[src/rtl/instr_pkg.sv]
// Shared opcode constants and controller state encoding for the instruction memory.
package instr_pkg;

  // Opcode map of the small accumulator core this memory feeds.
  localparam int unsigned LDAC1 = 1;
  localparam int unsigned LDAC2 = 2;
  localparam int unsigned STAC1 = 3;
  localparam int unsigned STAC2 = 4;
  localparam int unsigned MVAC  = 5;
  localparam int unsigned MOVR  = 6;
  localparam int unsigned JUMP1 = 7;
  localparam int unsigned JUMP2 = 8;
  localparam int unsigned JMPZ1 = 9;
  localparam int unsigned JMPZ2 = 10;
  localparam int unsigned JPNZ1 = 11;
  localparam int unsigned JPNZ2 = 12;
  localparam int unsigned ADD   = 13;
  localparam int unsigned SUB   = 14;
  localparam int unsigned INAC  = 15;
  localparam int unsigned CLAC  = 16;
  localparam int unsigned AND   = 17;
  localparam int unsigned OR    = 18;
  localparam int unsigned XOR   = 19;
  localparam int unsigned NOT   = 20;
  localparam int unsigned MUL   = 21;
  localparam int unsigned SHL   = 22;
  localparam int unsigned SHR   = 23;
  localparam int unsigned LDI   = 24;
  localparam int unsigned HALT  = 25;
  localparam int unsigned NOP   = 26;
  localparam int unsigned NOP1  = 27;

  // Controller states.
  typedef enum logic [1:0] {
    ST_IDLE = 2'd0,
    ST_LOAD = 2'd1,
    ST_RUN  = 2'd2
  } state_t;

endpackage

[src/rtl/instr_ram.sv]
// Simple dual-port synchronous RAM: one write port, one registered read port, no array reset.
module instr_ram #(
  parameter int unsigned WIDTH      = 8,
  parameter int unsigned ADDR_WIDTH = 8
) (
  input  logic                  clk,
  input  logic                  i_we,
  input  logic [ADDR_WIDTH-1:0] i_waddr,
  input  logic [WIDTH-1:0]      i_wdata,
  input  logic                  i_re,
  input  logic [ADDR_WIDTH-1:0] i_raddr,
  output logic [WIDTH-1:0]      o_rdata
);

  localparam int unsigned DEPTH = 2 ** ADDR_WIDTH;

  logic [WIDTH-1:0] r_mem [DEPTH];

  // Write port.
  always_ff @(posedge clk) begin
    if (i_we) r_mem[i_waddr] <= i_wdata;
  end

  // Registered read; data holds when no read is issued.
  always_ff @(posedge clk) begin
    if (i_re) o_rdata <= r_mem[i_raddr];
  end

endmodule

[src/rtl/instr_mem_ctrl.sv]
// Instruction memory controller: streams a program in (LOAD), then serves
// latency-1 fetches (RUN), returning NOP_WORD beyond the loaded program.
// Optional per-word even parity is enabled by defining INSTR_MEM_PARITY_EN.
module instr_mem_ctrl
  import instr_pkg::*;
#(
  parameter int unsigned DATA_WIDTH = 8,
  parameter int unsigned ADDR_WIDTH = 8,
  parameter int unsigned NOP_WORD   = NOP
) (
  input  logic                  clk,
  input  logic                  rst,
  input  logic                  load_start,
  input  logic                  ld_valid,
  output logic                  ld_ready,
  input  logic [DATA_WIDTH-1:0] ld_data,
  input  logic                  ld_last,
  input  logic                  fetch_en,
  input  logic [ADDR_WIDTH-1:0] fetch_addr,
  output logic [DATA_WIDTH-1:0] instr,
  output logic                  instr_valid,
  output logic [ADDR_WIDTH:0]   prog_len,
  output logic                  run
`ifdef INSTR_MEM_PARITY_EN
  ,
  output logic                  parity_err
`endif
);

  localparam int unsigned LEN_W    = ADDR_WIDTH + 1;
  localparam int unsigned MAX_ADDR = (2 ** ADDR_WIDTH) - 1;
`ifdef INSTR_MEM_PARITY_EN
  localparam int unsigned MEM_W    = DATA_WIDTH + 1;
`else
  localparam int unsigned MEM_W    = DATA_WIDTH;
`endif

  state_t                r_state;
  state_t                w_state_nxt;
  logic                  r_ld_ready;
  logic                  r_run;
  logic [ADDR_WIDTH-1:0] r_wptr;
  logic [LEN_W-1:0]      r_prog_len;
  logic                  r_instr_valid;
  logic                  r_use_nop;
  logic                  w_accept;
  logic                  w_fetch;
  logic                  w_clear;
  logic                  w_oob;
  logic [MEM_W-1:0]      w_wdata;
  logic [MEM_W-1:0]      w_rdata;

  // Fetch address at or past the program end reads as NOP.
  assign w_oob = {1'b0, fetch_addr} >= r_prog_len;

  // Next-state and per-cycle strobes.
  always_comb begin
    w_state_nxt = r_state;
    w_accept    = 1'b0;
    w_fetch     = 1'b0;
    w_clear     = 1'b0;
    unique case (r_state)
      ST_IDLE: begin
        if (load_start) begin
          w_state_nxt = ST_LOAD;
          w_clear     = 1'b1;
        end
      end
      ST_LOAD: begin
        w_accept = ld_valid;
        if (ld_valid && (ld_last || (r_wptr == ADDR_WIDTH'(MAX_ADDR))))
          w_state_nxt = ST_RUN;
      end
      ST_RUN: begin
        if (load_start) begin
          w_state_nxt = ST_LOAD;
          w_clear     = 1'b1;
        end else begin
          w_fetch = fetch_en;
        end
      end
      default: w_state_nxt = ST_IDLE;
    endcase
  end

  // State register with state-decoded outputs registered alongside.
  always_ff @(posedge clk) begin
    if (rst) begin
      r_state    <= ST_IDLE;
      r_ld_ready <= 1'b0;
      r_run      <= 1'b0;
    end else begin
      r_state    <= w_state_nxt;
      r_ld_ready <= (w_state_nxt == ST_LOAD);
      r_run      <= (w_state_nxt == ST_RUN);
    end
  end

  // Write pointer, program length and fetch-result tracking.
  always_ff @(posedge clk) begin
    if (rst) begin
      r_wptr        <= '0;
      r_prog_len    <= '0;
      r_instr_valid <= 1'b0;
      r_use_nop     <= 1'b1;
    end else begin
      if (w_clear) begin
        r_wptr     <= '0;
        r_prog_len <= '0;
      end else if (w_accept) begin
        r_wptr     <= r_wptr + ADDR_WIDTH'(1);
        r_prog_len <= r_prog_len + LEN_W'(1);
      end
      r_instr_valid <= w_fetch;
      if (w_fetch) r_use_nop <= w_oob;
    end
  end

`ifdef INSTR_MEM_PARITY_EN
  assign w_wdata    = {^ld_data, ld_data};
  // Even parity over data plus stored bit must reduce to zero.
  assign parity_err = r_instr_valid & ~r_use_nop & (^w_rdata);
`else
  assign w_wdata    = ld_data;
`endif

  instr_ram #(
    .WIDTH      (MEM_W),
    .ADDR_WIDTH (ADDR_WIDTH)
  ) u_ram (
    .clk     (clk),
    .i_we    (w_accept),
    .i_waddr (r_wptr),
    .i_wdata (w_wdata),
    .i_re    (w_fetch & ~w_oob),
    .i_raddr (fetch_addr),
    .o_rdata (w_rdata)
  );

  assign ld_ready    = r_ld_ready;
  assign run         = r_run;
  assign prog_len    = r_prog_len;
  assign instr_valid = r_instr_valid;
  assign instr       = r_use_nop ? DATA_WIDTH'(NOP_WORD) : w_rdata[DATA_WIDTH-1:0];

endmodule

[config.mk]
export PLATFORM = sky130hd
export DESIGN_NAME = instr_mem_ctrl
export DESIGN_NICKNAME = d
export VERILOG_FILES = /design/src/rtl/instr_pkg.sv /design/src/rtl/instr_ram.sv /design/src/rtl/instr_mem_ctrl.sv
export SDC_FILE = /design/constraint.sdc
export NUM_CORES = 2
export LEC_CHECK = 0
export BUFFER_PORTS_ARGS = -buffer_cell sky130_fd_sc_hd__buf_2
export CORE_ASPECT_RATIO = 0.5
export CORE_MARGIN = 2
export CORE_UTILIZATION = 56
export DETAILED_ROUTE_END_ITERATION = 8
export PLACE_DENSITY_LB_ADDON = 0.25
export SYNTH_ARGS = -nofsm -noshare
export SYNTH_HDL_FRONTEND = slang
export SYNTH_SLANG_ARGS = --single-unit
[constraint.sdc]
create_clock -name clk -period 4.59 [get_ports clk]
set_input_delay 0.2295 -clock clk [delete_from_list [all_inputs] [get_ports clk]]
set_output_delay 0.2295 -clock clk [all_outputs]
set_load 0.1 [all_outputs]
# ---- Yosys cells after proc, flatten, opt, wreduce, memory -nomap -nowiden
# Memory sizes are Yosys's and may differ from the RTL's. A register that Yosys moved wholly into a read port is not among the register bits.
# Index checks and enable logic that the tools add are counted.
# Widths: inputs -> output; s select.
dict set report classes {
  add_sub_neg 2
  magnitude_cmp 1
  eq_ne 5
  mux 11
  n_bitwise 2
  n_reduce_logical 5
}
# op n
set op_table {}
lappend op_table {{$add 9x1->9 const B} 1}
lappend op_table {{$ge 8x9->1} 1}
lappend op_table {{$add 8x1->8 const B} 1}
lappend op_table {{$eq 8x8->1 const B} 1}
lappend op_table {{$mux 8} 1}
lappend op_table {{$mux 1} 7}
lappend op_table {{$eq 2x1->1 const B} 2}
lappend op_table {{$eq 2x2->1 const B} 2}
lappend op_table {{$mux 2} 2}
lappend op_table {{$pmux 2 s2} 1}
lappend op_table {{$reduce_or 2->1} 2}
lappend op_table {{$logic_not 2->1} 1}
lappend op_table {{$and 1x1->1} 1}
lappend op_table {{$logic_and 1x1->1} 1}
lappend op_table {{$logic_or 1x1->1} 1}
lappend op_table {{$not 1->1} 1}
dict set report totals {
  regBits 23
  ram_bits 2048
  in_bits 22
  out_inout_bits 20
  elab_cells 34
  mem_count 1
}
# memory depth width rd rd_ports_with_merged_regs write_ports line_no
set memory_table {}
lappend memory_table {u_ram.r_mem 256 8 1 1 1 instr_ram.sv:17} ;# logic [WIDTH-1:0] r_mem [DEPTH];

# ---- Logic depth before layout (Yosys ltp)
dict set report depth {
  ltp_word 6
  depth_mapped 15
  ltp_nobuf 9
}

# ---- By module
# From an unflattened synthesis, not the netlist that was laid out.
dict set report hier_totals {
  cells_unflattened 3872
  area_unflattened_um2 80868.8
}
# module instances cells_each area_each_um2 seq_area_each_um2
set modules_own_cells {}
lappend modules_own_cells {instr_ram 1 3733 79636.4 61739.2}
lappend modules_own_cells {instr_mem_ctrl 1 139 1232.4 460.4}

# ---- Least setup slack after synthesis
# OpenSTA, ideal clock, no wires.
dict set report synth_timing {
  path_kind {input -> register}
  from {input port fetch_addr[0]}
  to {register u_ram.o_rdata[0], read port of u_ram.r_mem (enable)}
  setup_time_ns 0.375
  arrival_ns 2.956
  required_time_ns 4.215
  setup_slack_ns 1.258
  cell_stages 15
  path_buffers 6
  path_cell_list {buf_6 buf_6 buf_8 buf_6 buf_6 buf_4 inv_1 ha_1 nand2b_1 a21o_1 a21o_1 a211o_1 a21oi_1 o21ai_0 a21oi_1}
}
dict set report synth_between {
  elab_chain_cells 3
}
# element line_no
set synth_rtl {}
lappend synth_rtl {{start, declared} instr_mem_ctrl.sv:19} ;# input logic [ADDR_WIDTH-1:0] fetch_addr,
lappend synth_rtl {{$ge 8x9->1} instr_mem_ctrl.sv:54} ;# assign w_oob = {1'b0, fetch_addr} >= r_prog_len;
lappend synth_rtl {{$not 1->1} instr_mem_ctrl.sv:135} ;# .i_re (w_fetch & ~w_oob),
lappend synth_rtl {{$and 1x1->1} instr_mem_ctrl.sv:135}
lappend synth_rtl {{via u_ram.i_re} instr_ram.sv:10} ;# input logic i_re,
lappend synth_rtl {{end, declared} instr_ram.sv:12} ;# output logic [WIDTH-1:0] o_rdata
# The timed path passes the listed nets, and every way through them passes these cells.
# A chain may end at the register's enable or synchronous reset.

# ---- Final worst setup path
dict set report layout_timing {
  from {register r_wptr[4]}
  to {register r_ld_ready (netlist: ld_ready)}
}
dict set report layout_between {
  elab_chain_cells 6
}
# element line_no
set layout_rtl {}
lappend layout_rtl {{start, declared} instr_mem_ctrl.sv:42} ;# logic [ADDR_WIDTH-1:0] r_wptr;
lappend layout_rtl {{start signal, assigned} instr_mem_ctrl.sv:111} ;# r_wptr <= r_wptr + ADDR_WIDTH'(1);
lappend layout_rtl {{$eq 8x8->1} instr_mem_ctrl.sv:71} ;# if (ld_valid && (ld_last || (r_wptr == ADDR_WIDTH'(MAX_ADDR))))
lappend layout_rtl {{$logic_or 1x1->1} instr_mem_ctrl.sv:71}
lappend layout_rtl {{$logic_and 1x1->1} instr_mem_ctrl.sv:71}
lappend layout_rtl {{$mux 2} instr_mem_ctrl.sv:71}
lappend layout_rtl {{$pmux 2 s2} instr_mem_ctrl.sv:62} ;# unique case (r_state)
lappend layout_rtl {{$eq 2x1->1} instr_mem_ctrl.sv:94} ;# r_ld_ready <= (w_state_nxt == ST_LOAD);
lappend layout_rtl {{end signal, assigned} instr_mem_ctrl.sv:94}
lappend layout_rtl {{end, declared} instr_mem_ctrl.sv:40} ;# logic r_ld_ready;
# Every way passes these cells.

==> results.py <==
metrics = {
    "setup_path": {
        "arrival_ps": 4330,
        "setup.worst_path.start_class": "register",
        "crit_buf_inv": 2,
        "r2r_setup_slack_ps": 940,
        "worst-path-max-fanout": 17,
        "critPathKind": "reg -> reg",
        "reg2reg_depth": 7,
        "critPathTopFamily": "buffers and inverters",
        "worst_ep_required_time_ps": 5270,
        "rr_endpoint": "ld_ready",
        "cpPeakStageDelay_ps": 890,
        "path_cells": "nand4_1, o21bai_1, nand2_1, dlygate4sd3_1, nand3b_1, a21oi_1, dlygate4sd3_1",
        "r2r-start": "r_wptr[4]",
        "cpMostUsedCell": "dlygate4sd3_1",
        "endpoint_kind": "register",
        "crit_slowest_cell": "nand4_1",
    },
    "flow_run": {
        "drv_cap": 0,
    },
    "synthesis": {
        "synth_ff_type": "edfxtp_1",
        "synth_area_sq_mm": 0.08057,
        "synth_cell_types": 47,
        "synth-seq-cells": 2079,
        "syn-num-nets": 3754,
        "synth_edf_count": 2056,
        "avgSynthCellArea_sq_um": 21.67,
        "synth_warnings": 0,
        "async_reset_ff_share_pct": 0,
        "yosysSeqAreaShare_pct": 77.19,
        "syn-instance-count": 3719,
    },
    "floorplanning": {
        "dieHeight_microns": 272.2,
        "rows": 98,
        "die_width_microns": 540.4,
        "die_area_sq_mm": 0.1471,
        "io_pins": 42,
        "core_sq_mm": 0.1429,
        "initial_utilization_pct": 56.41,
    },
    "route": {
        "wl_per_cell_microns": 31.54,
        "drt-pass1-iter-count": 6,
        "drc": 0,
        "viasPerCell": 6.586,
        "vias": 38740,
        "drt_iter0_markers": 5353,
        "ant_nets": 0,
        "wl_microns": 185500,
    },
    "timing": {
        "fin_crit_sh_pct": 79.59,
        "worst_pin_slew_ps": 1225,
        "maxSlewViolCount": 0,
        "slew_headroom_pct": 18.11,
        "rsz0062_at_grt": "no",
        "setup_violations": 0,
        "fmax_mhz": 273.7,
        "final.setup_skew_ps": 30.41,
        "hold_viol_final": 0,
        "timing.setup.tns_ps": 0,
        "holdWs_ps": 40.18,
        "period_minus_slack_ps": 3653,
    },
    "worst_hold_path": {
        "hold_depth": 1,
        "hold_class": "in -> reg",
        "hp-start": "ld_data[0]",
        "min_to": "u_ram.r_mem[19][0]",
    },
    "layout": {
        "sequential_cell_area_sq_mm": 0.06220,
        "drive_above_1_share_pct": 23.55,
        "multi_input_area_sq_mm": 0.01711,
        "nFillCells": 9417,
        "syn2layout_area_growth_pct": 10.35,
        "nets": 3871,
    },
    "grt": {
        "first_global_vias": 38410,
        "grt_usage_pct": 25.53,
        "grt_max_degree": 169,
        "antenna_found_initial": 5,
        "grt_overflow": 0,
        "grt_pass1_wl_microns": 270300,
    },
    "place": {
        "gp_congestion": 0.8836,
        "dp_hpwl_microns": 113000,
        "portBuffers": 41,
    },
    "pwr": {
        "powerDensity_mw_per_mm2": 418.1,
        "p_leak_nw": 27.34,
        "peakVddDrop_mv": 0.2960,
    },
    "clocking": {
        "cts_tree": "built",
        "cts_buffer_depth": 3,
        "clk_latency_ps": 790,
        "h-tree-depth": 4,
        "cts_resized": 0,
        "numCtsBuffers": 175,
        "clock-sinks": 2079,
        "cts.clk_slew.worst_paths_ps": 70,
        "root_buffer": "clkbuf_16",
    },
    "status": {
        "outcome": "finished, final reports clean",
    },
}
## synthesized netlist by cell type (2+ instances only)
cell type | number | share of area [%]
nand3_1 | 51 | 0.32
clkbuf_1 | 95 | 0.44
nor2b_1 | 21 | 0.16
buf_4 | 40 | 0.37
o221ai_1 | 18 | 0.20
ha_1 | 13 | 0.20
a22oi_1 | 87 | 0.81
inv_1 | 11 | 0.051
buf_1 | 9 | 0.042
a22o_1 | 3 | 0.033
or2_2 | 4 | 0.031
nand2b_1 | 8 | 0.062
and3_1 | 5 | 0.039
xor2_1 | 4 | 0.043
and2_1 | 3 | 0.023
dfxtp_1 | 23 | 0.57
nand4_1 | 25 | 0.19
nor3_1 | 14 | 0.087
o21ai_0 | 9 | 0.056
a21oi_1 | 53 | 0.33
xnor2_1 | 8 | 0.087
buf_6 | 18 | 0.25
o22ai_1 | 34 | 0.26
a31oi_1 | 12 | 0.093
nand3b_1 | 3 | 0.028
o211ai_1 | 4 | 0.037
buf_2 | 65 | 0.40
edfxtp_1 | 2056 | 77
nor2_1 | 293 | 1.4
a311oi_1 | 2 | 0.022
a21o_1 | 2 | 0.019
a211oi_1 | 18 | 0.17
mux2i_1 | 106 | 1.3
mux4_2 | 530 | 15
nand2_1 | 50 | 0.23
or3_1 | 11 | 0.085
## layout by cell type (no fill, tap or decap), drive strengths merged, types with 2 or more instances in the layout
cell type,n
diode,2
o22ai,34
buf,151
nand2,50
ha,13
a21o,2
a311oi,2
o211ai,4
o21ai,9
or2,4
clkbuf,225
and3,5
bufinv,13
nand4,25
nand2b,8
a21oi,53
dlygate4sd3,10
nand3,51
nor3,15
and2,3
nand3b,4
inv,14
clkinv,84
a211oi,18
nor2b,21
or3,11
mux4,530
mux2i,106
dfxtp,23
edfxtp,2056
o221ai,18
nor2,293
xor2,4
xnor2,8
a22oi,87
clkinvlp,3
a22o,3
a31oi,12
## worst max path at each step
stage,startpoint,end,cells past startpoint
finish,r_wptr[4],ld_ready,7
global route,r_wptr[4],ld_ready,7
CTS,r_wptr[4],ld_ready,7
detailed placement,fetch_addr[0],u_ram.o_rdata[7],9
global placement,fetch_addr[0],u_ram.o_rdata[7],9
floorplan,fetch_addr[0],u_ram.o_rdata[0],15
## metrics by stage
stage	setup WS (ps)	total power, mW	cells	area (sq um)	util (%)
after global routing	797.2	38.18	5879	88910	62.24
after floorplan	1258	22.24	3719	80570	-
final	936.9	37.18	5881	88910	62.24
after CTS	1027	37.34	5879	88910	62.24
after global placement	766.7	22.98	5549	83290	58.31
after detailed placement	775.8	23.01	5549	83290	58.31
## worst reg2reg max path: cells and delay by family (launching register included)
family / cells / cell delay [ps]
AO/OA/AOI/OAI: 2 / 730
buffers and inverters: 2 / 1120
flip-flops: 1 / 620
AND/OR/NAND/NOR: 3 / 1090
## cells by family (layout without fill, tap and decap cells)
group | count (synthesis) | after routing | synth area share, %
simple gates | 493 | 493 | 2.685
compound gates | 246 | 246 | 2.068
fa+ha+maj | 13 | 13 | 0.2019
xor+xnor | 12 | 12 | 0.1304
buf+inv | 240 | 500 | 1.589
other cells | 0 | 2 | 0
mux | 636 | 636 | 16.13
flops | 2079 | 2079 | 77.19
## report_power, final
part           internal [mW]  switching (mW)  total (mW)
Sequential              20.9         0.00397        20.9
Clock                   7.97            6.60        14.6
Combinational          0.656            1.09        1.75
Total                   29.5            7.70        37.2
## layer usage
layer	global-route usage, %	vias to the layer above	wire length (microns)	share of wire [%]
li1	-	15790	-	-
met4	7.373	0	4730	2.5
met1	38.32	20610	75790	41
met3	5.825	273	18690	10
met5	0	-	0	0
met2	38.15	2060	86310	47
## area by class of cell
class	instances	share of cell area, %
multi-input cells	1400	19.25
flip-flops and latches	2079	69.96
diodes	2	0.005629
repair buffers	169	1.869
well taps	1900	2.674
clock inverters	103	0.9302
inverters	11	0.04644
clock buffers	217	5.270
## flip-flops by register name, summed over array words and instances (netlist names)
register,count
instr_valid,1
ld_ready,1
prog_len,9
r_state,2
r_use_nop,1
r_wptr,8
run,1
u_ram.o_rdata,8
u_ram.r_mem,2048
## what timing repair did
action | in CTS | in global routing
hold buffers | 10 | 0
buffers inserted | 0 | 0
hold endpoints to repair | 8 | 0
No activity file was read; power rests on OpenSTA's default activity.
